`src/rtl/instr_fetch_stage.sv`:
```
// Instruction fetch stage: PC generation, imem request/ack handshake, one-entry skid and IF/ID register.
// Optional FETCH_STALL_CNT_EN adds a saturating fetch_stall_cnt output.
module instr_fetch_stage #(
  parameter int                XLEN      = 32,
  parameter logic [XLEN-1:0]   RESET_PC  = '0,
  parameter logic [31:0]       NOP_INSTR = 32'h0000_0013
) (
  input  logic            clk,
  input  logic            rst,
  output logic            imem_req,
  output logic [XLEN-1:0] imem_addr,
  input  logic            imem_ack,
  input  logic [31:0]     imem_rdata,
  input  logic            stall,
  input  logic            redirect_valid,
  input  logic [XLEN-1:0] redirect_pc,
  output logic            id_valid,
  output logic [XLEN-1:0] id_pc,
  output logic [31:0]     id_instr,
  output logic [6:0]      id_opcode,
  output logic [2:0]      id_funct3,
  output logic [6:0]      id_funct7,
  output logic [4:0]      id_rd,
  output logic [4:0]      id_rs1,
  output logic [4:0]      id_rs2,
  output logic [1:0]      state_dbg
`ifdef FETCH_STALL_CNT_EN
  ,
  output logic [31:0]     fetch_stall_cnt
`endif
);

  typedef enum logic [1:0] {IDLE = 2'd0, REQ = 2'd1, HOLD = 2'd2, FLUSH = 2'd3} state_t;

  state_t          state, state_next;
  logic [XLEN-1:0] pc;
  logic [31:0]     skid;
  logic            capture_rdata, capture_skid, drain_skid, bubble;

  // Handshake: imem_req is held with a stable imem_addr until a one-cycle imem_ack
  // returns data; lowering imem_req abandons the request, and ack never comes with req low.
  assign imem_req  = (state == REQ);
  assign imem_addr = pc;
  assign state_dbg = state;

  always_comb begin
    state_next    = state;
    capture_rdata = 1'b0;
    capture_skid  = 1'b0;
    drain_skid    = 1'b0;
    bubble        = 1'b0;
    case (state)
      IDLE: state_next = REQ;
      REQ: begin
        if (imem_ack && !stall) begin
          capture_rdata = 1'b1;
        end else if (imem_ack && stall) begin
          capture_skid = 1'b1;
          state_next   = HOLD;
        end else if (!stall) begin
          bubble = 1'b1;
        end
      end
      HOLD: begin
        if (!stall) begin
          drain_skid = 1'b1;
          state_next = REQ;
        end
      end
      FLUSH: state_next = REQ;
      default: state_next = IDLE;
    endcase
    // Redirect beats stall and ack: any same-cycle fetch result is discarded.
    if (redirect_valid) begin
      state_next    = FLUSH;
      capture_rdata = 1'b0;
      capture_skid  = 1'b0;
      drain_skid    = 1'b0;
      bubble        = 1'b0;
    end
  end

  always_ff @(posedge clk) begin
    if (rst) begin
      state    <= IDLE;
      pc       <= RESET_PC;
      skid     <= '0;
      id_valid <= 1'b0;
      id_pc    <= '0;
      id_instr <= NOP_INSTR;
    end else begin
      state <= state_next;
      if (redirect_valid) begin
        pc       <= redirect_pc & ~XLEN'(3);
        skid     <= '0;
        id_valid <= 1'b0;
        id_instr <= NOP_INSTR;
      end else if (capture_rdata) begin
        id_valid <= 1'b1;
        id_pc    <= pc;
        id_instr <= imem_rdata;
        pc       <= pc + XLEN'(4);
      end else if (capture_skid) begin
        skid <= imem_rdata;
      end else if (drain_skid) begin
        id_valid <= 1'b1;
        id_pc    <= pc;
        id_instr <= skid;
        pc       <= pc + XLEN'(4);
        skid     <= '0;
      end else if (bubble) begin
        id_valid <= 1'b0;
        id_instr <= NOP_INSTR;
      end
    end
  end

  assign id_opcode = id_instr[6:0];
  assign id_rd     = id_instr[11:7];
  assign id_funct3 = id_instr[14:12];
  assign id_rs1    = id_instr[19:15];
  assign id_rs2    = id_instr[24:20];
  assign id_funct7 = id_instr[31:25];

`ifdef FETCH_STALL_CNT_EN
  // Counts cycles the fetch side is waiting: parked in HOLD or requesting without an ack.
  always_ff @(posedge clk) begin
    if (rst) begin
      fetch_stall_cnt <= '0;
    end else if (((state == HOLD) || (state == REQ && !imem_ack)) && (fetch_stall_cnt != 32'hFFFF_FFFF)) begin
      fetch_stall_cnt <= fetch_stall_cnt + 32'd1;
    end
  end
`endif

endmodule

```
`config.mk`:
```
export PLATFORM = sky130hd
export DESIGN_NAME = instr_fetch_stage
export DESIGN_NICKNAME = d
export VERILOG_FILES = /design/src/rtl/instr_fetch_stage.sv
export SDC_FILE = /design/constraint.sdc
export NUM_CORES = 1
export LEC_CHECK = 0
export BUFFER_PORTS_ARGS = -buffer_cell sky130_fd_sc_hd__buf_4
export CAP_MARGIN = 20
export CORE_AREA = 2 2 156 158
export CTS_CLUSTER_DIAMETER = 200
export DETAILED_ROUTE_END_ITERATION = 12
export DIE_AREA = 0 0 158 160
export GPL_ROUTABILITY_DRIVEN = 0
export HOLD_SLACK_MARGIN = 0.02
export PLACE_DENSITY_LB_ADDON = 0.3
export SYNTH_ARGS = -nofsm -noshare
export SYNTH_HDL_FRONTEND = slang
export SYNTH_SLANG_ARGS = --single-unit
export TNS_END_PERCENT = 5
```
`constraint.sdc`:
```
create_clock -name clk -period 2.3 [get_ports clk]
set_input_delay 0.115 -clock clk [delete_from_list [all_inputs] [get_ports clk]]
set_output_delay 0.115 -clock clk [all_outputs]
set_load 0.01 [all_outputs]
```
==> results.sh <==
export IMPL_postCtsResizedCells=0
export IMPL_cp_arrival_ns=2.30
export IMPL_path_class="reg2reg"
export IMPL_whs_ns=0.06639
export IMPL_syn_inst=709
export IMPL_syn_cell_area_mm2=0.005799
export IMPL_final_period_utilization=0.8661
export IMPL_grt_pass1_wl_um=30730
export IMPL_hold_violations=0
export IMPL_worstSetupStartpointType="flip-flop"
export IMPL_clock_skew_ns=0.01067
export IMPL_layout_commonest_cell="buf_4"
export IMPL_antenna_diode_count=0
export IMPL_antenna_found_initial=0
export IMPL_rsz0062_at_grt="false"
export IMPL_powerDensity_mw_per_mm2=651.5
export IMPL_avgSynthCellArea_um2=8.180
export IMPL_drtPass1Iterations=4
export IMPL_tns_ns=0
export IMPL_synth_edff_count=0
export IMPL_wl_um=19770
export IMPL_max_slew_margin=0.5955
export IMPL_irDropWorstVdd_mv=0.3911
export IMPL_crit_required_ns=2.60
export IMPL_io_pins=201
export IMPL_seq_area_frac_synth=0.4384
export IMPL_ys_warn_count=0
export IMPL_layout_common_cells="buf_4 (222), nand2_1 (136), dfxtp_1 (127), a21oi_1 (94), dlygate4sd3_1 (59)"
export IMPL_drive_above_1_share=0.2895
export IMPL_grt_overflow=0
export IMPL_core_region_area_mm2=0.02382
export IMPL_grt_pass1_vias=5541
export IMPL_cts_htree_levels=4
export IMPL_drc=0
export IMPL_cts_made_buffers=17
export IMPL_detail_route_antenna_nets=0
export IMPL_crit_fanout=14
export IMPL_io_buffers=194
export IMPL_outcome="finished, final reports clean"
export IMPL_leakagePower_uw=0.003319
export IMPL_cts_root_buffer="clkbuf_16"
export IMPL_clk_latency_ns=0.42
export IMPL_post_drt_wl_per_cell_um=15.69
export IMPL_async_flop_share=0
export IMPL_yosys_area_top_type="dfxtp_1"
export IMPL_first_iter_violations=245
export IMPL_grt_max_degree=63
export IMPL_cts_clk_slew_worst_paths_ns=0.06
export IMPL_synth_cell_types=62
export IMPL_hp_class="in2reg"
export IMPL_tightestPinTransition_ns=0.5915
export IMPL_start_util=0.2435
export IMPL_report_final_slew_viol_count=0
export IMPL_via_per_inst=4.666
export IMPL_period_needed_ns=1.992
export IMPL_design_area_mm2=0.008622
export IMPL_die_area_mm2=0.02528
export IMPL_gr_usage_all_layers=0.1545
export IMPL_max_freq_mhz=502.0
export IMPL_yosysTopAreaCellShare=0.4384
export IMPL_cts_sinks=127
export IMPL_die_h_um=160
export IMPL_setup_viol_count_final=0
export IMPL_synth_main_ff_cell="dfxtp_1"
export IMPL_synth_seq_cells=127
export IMPL_dp_hpwl_um=13270
export IMPL_cts_buffer_depth=2
export IMPL_placed_cell_area_mm2=0.007456
export IMPL_fp_dieW_um=158
export IMPL_nets=993
export IMPL_cts_tree="done"
export IMPL_area_growth_pct=48.67
export IMPL_rows=57
export IMPL_synthTopCellsByArea="dfxtp_1 (44%), nand2_1 (8.9%), a21oi_1 (8.1%), buf_4 (4.7%), nand3_1 (3.9%)"
export IMPL_max_cap_viol_count=0
export IMPL_vias=5879
export IMPL_crit_path_end_kind="flip-flop"
## Yosys cell counts (7+ instances only)
cell,count
a211oi_1,12
a21oi_1,94
a22oi_1,29
a311oi_1,7
and3_1,8
and4_1,9
buf_2,12
buf_4,36
clkbuf_1,41
dfxtp_1,127
nand2_1,137
nand3_1,45
nand4_1,11
nor2_1,29
nor4_1,7
o21ai_0,8
or3_1,9
xnor2_1,8
## worst max-delay path, stage by stage, from the launching register on
cell and delay (ns):
dfxtp_1 0.50, nand3b_4 0.23, a211o_1 0.57, or3_1 0.45, o2111a_1 0.12
## where the power goes
part | leakage, uW | internal (uW) | switching [uW]
clock network | 0.000276 | 1520 | 1140
registers | 0.00103 | 2260 | 71.4
logic | 0.00201 | 315 | 314
total | 0.00332 | 4100 | 1520
## layout make-up
class                   instances  area (um2)
flip-flops and latches        127        2542
fillers                      2544       15200
repair buffers                283        2297
well taps                     324       405.4
clock inverters                15       150.1
multi-input cells             488        2779
inverters                       6       22.52
clock buffers                  17       425.4
## final timing paths
path	slack, ns	end	start	cells after the start
min	0.07	imem_addr[25]$_SDFFE_PP0P_	redirect_pc[25]	4
min reg2reg	0.46	id_pc[8]$_SDFFE_PP0P_	id_pc[8]$_SDFFE_PP0P_	2
max	0.31	imem_addr[15]$_SDFFE_PP0P_	state_dbg[0]$_SDFFE_PP0P_	4
max reg2reg	0.31	imem_addr[15]$_SDFFE_PP0P_	state_dbg[0]$_SDFFE_PP0P_	4
## flip-flops by register name, summed over array words and instances, names as in the netlist
register / flops
id_instr: 32
id_pc: 30
id_valid: 1
imem_addr: 30
skid: 32
state_dbg: 2
## kinds of logic (layout without fill, tap and decap cells)
kind of cell    count (synthesis)  in the layout  share of synthesized area
simple gates                  283            283                     0.2371
compound gates                190            190                     0.2175
flops                         127            127                     0.4384
buf+inv                        97            321                    0.08867
xor+xnor                        8              8                    0.01208
mux                             2              2                   0.003452
fa+ha+maj                       1              1                   0.002157
other cells                     1              4                  0.0006466
## repair_timing
item                      CTS  global route
hold buffers               59             0
buffers inserted            0             0
hold endpoints to repair   88             0
## per-stage QoR
| step | util | setup slack, ns | instances | total power, uW |
|---|---|---|---|---|
| floorplan | - | 0.4225 | 712 | 2622 |
| global placement | 0.3130 | 0.3274 | 1169 | 2926 |
| detailed placement | 0.3130 | 0.3124 | 1169 | 2928 |
| CTS | 0.3620 | 0.2932 | 1260 | 5712 |
| global route | 0.3620 | 0.1125 | 1260 | 5857 |
| finish | 0.3620 | 0.3079 | 1260 | 5617 |
## metal layers
layer	vias to the layer above	track usage	routed length [um]
met4	0	0.03890	124
li1	2942	-	-
met5	-	0	0
met1	2755	0.2063	9306
met3	8	0.04152	1204
met2	174	0.2470	9135
Note: power is estimated with default switching activity, not from simulation.
